--- config.mk ---
export PLATFORM = sky130hd
export DESIGN_NAME = mac_result_drain
export DESIGN_NICKNAME = d
export VERILOG_FILES = /design/src/rtl/mac_pkg.sv /design/src/rtl/mac_result_drain.sv
export SDC_FILE = /design/constraint.sdc
export NUM_CORES = 1
export LEC_CHECK = 0
export ABC_CLOCK_PERIOD_IN_PS = 16830
export BUFFER_PORTS_ARGS = -buffer_cell sky130_fd_sc_hd__buf_2
export CAP_MARGIN = 40
export CORE_AREA = 2 2 236 238
export DETAILED_ROUTE_END_ITERATION = 10
export DIE_AREA = 0 0 238 240
export GPL_ROUTABILITY_DRIVEN = 0
export PLACE_DENSITY = 0.67
export RECOVER_POWER = 100
export REMOVE_ABC_BUFFERS = 1
export SYNTH_ARGS = -nofsm -noshare
export SYNTH_HDL_FRONTEND = slang
export SYNTH_SLANG_ARGS = --single-unit
--- constraint.sdc ---
create_clock -name clk -period 16.83 [get_ports clk]
set_input_delay 0.8415 -clock clk [delete_from_list [all_inputs] [get_ports clk]]
set_output_delay 0.8415 -clock clk [all_outputs]
set_load 0.01 [all_outputs]
--- src/rtl/mac_pkg.sv ---
// Shared types and constants for the MAC array control slice.
// Holds the drain FSM states and the element selector for the packed result matrix.
package mac_pkg;

  localparam int MAC_N      = 4;
  localparam int MAC_ELEM_W = 32;
  localparam int MAC_BUF_W  = MAC_N * MAC_N * MAC_ELEM_W;

  typedef enum logic [1:0] {
    IDLE    = 2'd0,
    DRAIN   = 2'd1,
    RELEASE = 2'd2
  } drain_state_t;

  // C[0][0] sits in the MSBs; elements follow in row-major order.
  function automatic logic [MAC_ELEM_W-1:0] elem_sel(
    input logic [MAC_BUF_W-1:0] buf_v,
    input int unsigned          r,
    input int unsigned          c
  );
    int unsigned k;
    k = r * MAC_N + c;
    return buf_v[MAC_BUF_W-1-MAC_ELEM_W*k -: MAC_ELEM_W];
  endfunction

endpackage

--- src/rtl/mac_result_drain.sv ---
// Captures the systolic array's result matrix on the rising edge of its done level
// and streams the elements over valid/ready, then pulses release_pulse.
module mac_result_drain
  import mac_pkg::*;
#(
  parameter int N      = MAC_N,
  parameter int ELEM_W = MAC_ELEM_W
) (
  input  logic                  clk,
  input  logic                  reset,
  input  logic                  done_matrix_mult,
  input  logic [N*N*ELEM_W-1:0] y,
  input  logic                  col_major,
  output logic                  out_valid,
  input  logic                  out_ready,
  output logic [ELEM_W-1:0]     out_data,
  output logic [$clog2(N)-1:0]  out_row,
  output logic [$clog2(N)-1:0]  out_col,
  output logic                  out_last,
  output logic                  busy,
  // "release" is a reserved word in SystemVerilog, hence the suffix.
  output logic                  release_pulse,
  output logic                  overrun
);

  localparam int IW = $clog2(N * N);
  localparam int RW = $clog2(N);
  localparam int BW = N * N * ELEM_W;

  drain_state_t    state_q, state_d;
  logic            done_q, done_d;
  logic [IW-1:0]   idx_q, idx_d;
  logic [BW-1:0]   buf_q, buf_d;
  logic            order_q, order_d;
  logic            overrun_q, overrun_d;

  logic            start;
  logic [RW-1:0]   r_sel, c_sel;
  logic            last_sel;

  assign start = done_matrix_mult & ~done_q;

  // Index decode; N is a power of two, so the index splits into major/minor fields.
  always_comb begin
    r_sel = idx_q[IW-1 -: RW];
    c_sel = idx_q[RW-1:0];
    if (order_q) begin
      c_sel = idx_q[IW-1 -: RW];
      r_sel = idx_q[RW-1:0];
    end
    last_sel = (idx_q == IW'(N * N - 1));
  end

  // NOTE: every variable gets a default before the case so no latch is inferred.
  always_comb begin
    state_d   = state_q;
    done_d    = done_matrix_mult;
    idx_d     = idx_q;
    buf_d     = buf_q;
    order_d   = order_q;
    overrun_d = overrun_q;

    unique case (state_q)
      IDLE: begin
        if (start) begin
          buf_d   = y;
          order_d = col_major;
          idx_d   = '0;
          state_d = DRAIN;
        end
      end
      DRAIN: begin
        if (out_ready) begin
          if (last_sel) state_d = RELEASE;
          else          idx_d   = idx_q + IW'(1);
        end
      end
      RELEASE: state_d = IDLE;
      default: state_d = IDLE;
    endcase

    // A fresh done edge while a drain is in flight is dropped but remembered.
    if (start && (state_q != IDLE)) overrun_d = 1'b1;
  end

  // NOTE: sequential state uses non-blocking assignments so all flops update together.
  // NOTE: the capture buffer is reset too; the idle outputs must read as zero and
  // the register is small enough that a reset costs nothing meaningful.
  always_ff @(posedge clk or posedge reset) begin
    if (reset) begin
      state_q   <= IDLE;
      done_q    <= 1'b0;
      idx_q     <= '0;
      buf_q     <= '0;
      order_q   <= 1'b0;
      overrun_q <= 1'b0;
    end else begin
      state_q   <= state_d;
      done_q    <= done_d;
      idx_q     <= idx_d;
      buf_q     <= buf_d;
      order_q   <= order_d;
      overrun_q <= overrun_d;
    end
  end

  // Outputs decode registered state only; out_ready never reaches the data path.
  always_comb begin
    out_valid     = (state_q == DRAIN);
    busy          = (state_q != IDLE);
    release_pulse = (state_q == RELEASE);
    overrun       = overrun_q;
    out_data      = '0;
    out_row       = '0;
    out_col       = '0;
    out_last      = 1'b0;
    if (state_q == DRAIN) begin
      out_data = elem_sel(buf_q, 32'(r_sel), 32'(c_sel));
      out_row  = r_sel;
      out_col  = c_sel;
      out_last = last_sel;
    end
  end

endmodule

==> run metrics <==
status=finished, violations left; violated checks=capacitance limit, slew limit; Post-Synthesis Cells=1,599; Die H=240 um; share of total power in combinational logic=43.0%; leak pwr=12.8 nW; Worst-Margin Slew=4.44 ns; Worst EP arrival=9.05 ns; Layout area overhead=21.8%; Mean Syn Cell Area=14.9 sq um; Hold Vio Cnt, Final=0; total grt overflow=0; Avg WL per Cell=between 20 and 25 um; Final Skew=0.0173 ns; Placed Area=0.0273 sq mm; Hold WC Path Type=input port to register; area share of the largest cell type after synthesis=54.9%; largest net degree at the start of global routing=184; vias in the first global route=roughly 17,000; Max Slew Vio Count=between 700 and 800; Via Count=between 15,000 and 20,000; clk buf depth=3; DRT iter0 DRCs=755; P_sw=2.05 mW; sequential share of the synthesized area=between 50% and 60%; TritonCTS Buffers=56; Initial Utilization=43.5%; sequential cell fraction of total power=~37%; worst-path fanout max=47; Final WS setup=~6.9 ns; PnR Total Power=6.04 mW; Maximum Capacitance Violations=17; Main synth FF type=dfrtp_1; CTS tree=built; RSZ-0062 raised after global routing=false; Switching Fraction=34.0%; mapped cell area=around 0.024 sq mm; Detail Placement HPWL=48.5 mm; leading area contributor after synthesis=dfrtp_1; die area=0.0571 sq mm; Register-to-Register Setup Slack=7.67 ns; initial antenna violation count=48; first-pass GRT wire length=102 mm; DR vias/cell=5.52; GRT Util Overall=a little under a quarter; Fill cells=4,668; final setup fails=0; DRT antenna net count=0; H-tree Lvls=2; share of synthesized registers carrying an async set or reset=100%; Tcrit/Tclk final=between 50 and 60%; Area contributors post-synth=dfrtp_1 (55%), mux2_2 (24%), mux4_2 (9.9%), a22oi_1 (1.5%), buf_2 (1.3%); cell with the most instances after synthesis=dfrtp_1; final net count=2,651; worst rel slew slack=-198%; PwrDens=209 mW/mm^2; post-CTS resize count=0; Int Power=3.98 mW; CP Launch Type=register; Worst EP required=15.99 ns; Synth Warn #=0; worst slack, placed=11.95 ns; core region area=between 0.05 and 0.06 sq mm; drt pass-1 iters=5; Synth top cells by count=dfrtp_1 (521), mux2_2 (513), mux4_2 (104), nor2_1 (82), buf_2 (63); row count=86; Seq cells post-synth=521; Post-CTS Setup Bufs=0; CTS sink count=521; Fmax achieved=101 MHz; clk slew on worst S/H paths=0.06 ns; Final Cell Area=0.0289 sq mm; final WL=68.2 mm; Chip Width=238 um; IO Pins=558; DRC Markers=0; EDFF count, synth=0; port bufs=557; crit path kind=register to primary output; fraction of layout cells with a size suffix above 1=57.5%; Core Util, Final=53.0%; synth unique cells=45; Crit. End Element=primary output; final hold slack=0.404 ns; Final min period=between 9 and 10 ns; Clock Latency Late Sink=approximately 0.60 ns; Worst IR Drop VDD=0.000117 V; hold buffer count at cts=0; CTS Root Cell=clkbuf_16; Clock power frac=20.0%
-- per-stage QoR --
step | TNS (ns) | std cells
2_1_floorplan | -4045.58 | 1483
3_3_place_gp | 0 | 2769
3_5_place_dp | 0 | 2779
4_1_cts | 0 | 2876
5_1_grt | 0 | 2914
6_report | 0 | 2916
-- logic make-up after synthesis --
family,count (synthesis),synth area share [%]
and+or+nand+nor,140,2.41
buffers and inverters,125,2.80
muxes,631,34.8
adders and majority gates,1,0.0526
DFF,521,54.9
AOI/OAI and AO/OA,180,5.02
xor gates and xnor gates,1,0.0369
-- worst max-delay path: stages, from the launching register on --
cell	delay (ns)
dfrtp_1	0.72
mux2i_1	1.07
clkbuf_1	2.35
clkbuf_1	0.27
clkbuf_1	2.59
mux4_2	0.76
a22o_1	0.28
a31o_1	0.18
clkbuf_1	0.16
-- metal layers --
metal	GRT usage [%]	vias to the layer above	share of wire (%)
met2	39.3	503	50
li1	-	7097	-
met5	0	-	0.19
met3	4.75	143	5.5
met4	10.9	18	3.4
met1	29.8	8342	41
-- layout by cell type, fill, tap and decap left out, types with 40 or more instances in the layout --
master and n:
a22oi_1 46, buf_2 525, clkbuf_1 66, clkbuf_16 57, dfrtp_1 521, diode_2 40
mux2_2 513, mux4_2 104, nor2_1 79, o21ai_0 43
-- worst paths after layout --
check,start,end,depth (start not counted)
min in group asynchronous,reset,buf_q[427],2
max in group asynchronous,reset,buf_q[404],5
hold / removal,done_matrix_mult,done_q,1
setup reg to reg,state_q[0],buf_q[151],9
hold reg to reg,overrun,overrun,1
setup / recovery,order_q,out_data[1],8
-- cell type report --
class                   count  area [sq um]  area share (%)
clock inverters             9           101           0.350
diodes                     40           100           0.346
multi-input cells         953         10100            34.8
well taps                 704           881            3.04
repair buffers            592          3040            10.5
flip-flops and latches    521         13000            45.0
clock buffers              88          1680            5.81
inverters                   9          35.0           0.121
-- power groups by stage --
stage | clock, mW | combinational [mW] | sequential [mW]
after floorplan | 0 | 2.09 | 2.14
after global placement | 0 | 2.54 | 2.22
after detailed placement | 0 | 2.64 | 2.26
after CTS | 1.23 | 2.65 | 2.24
after global routing | 1.29 | 2.81 | 2.31
final | 1.21 | 2.60 | 2.23
-- sequential cells by signal, summed over array words and instances, names as in the netlist --
register / count
buf_q: 512
state_q: 2
overrun: 1
idx_q: 4
done_q: 1
order_q: 1
(Power assumes the default switching activity.)
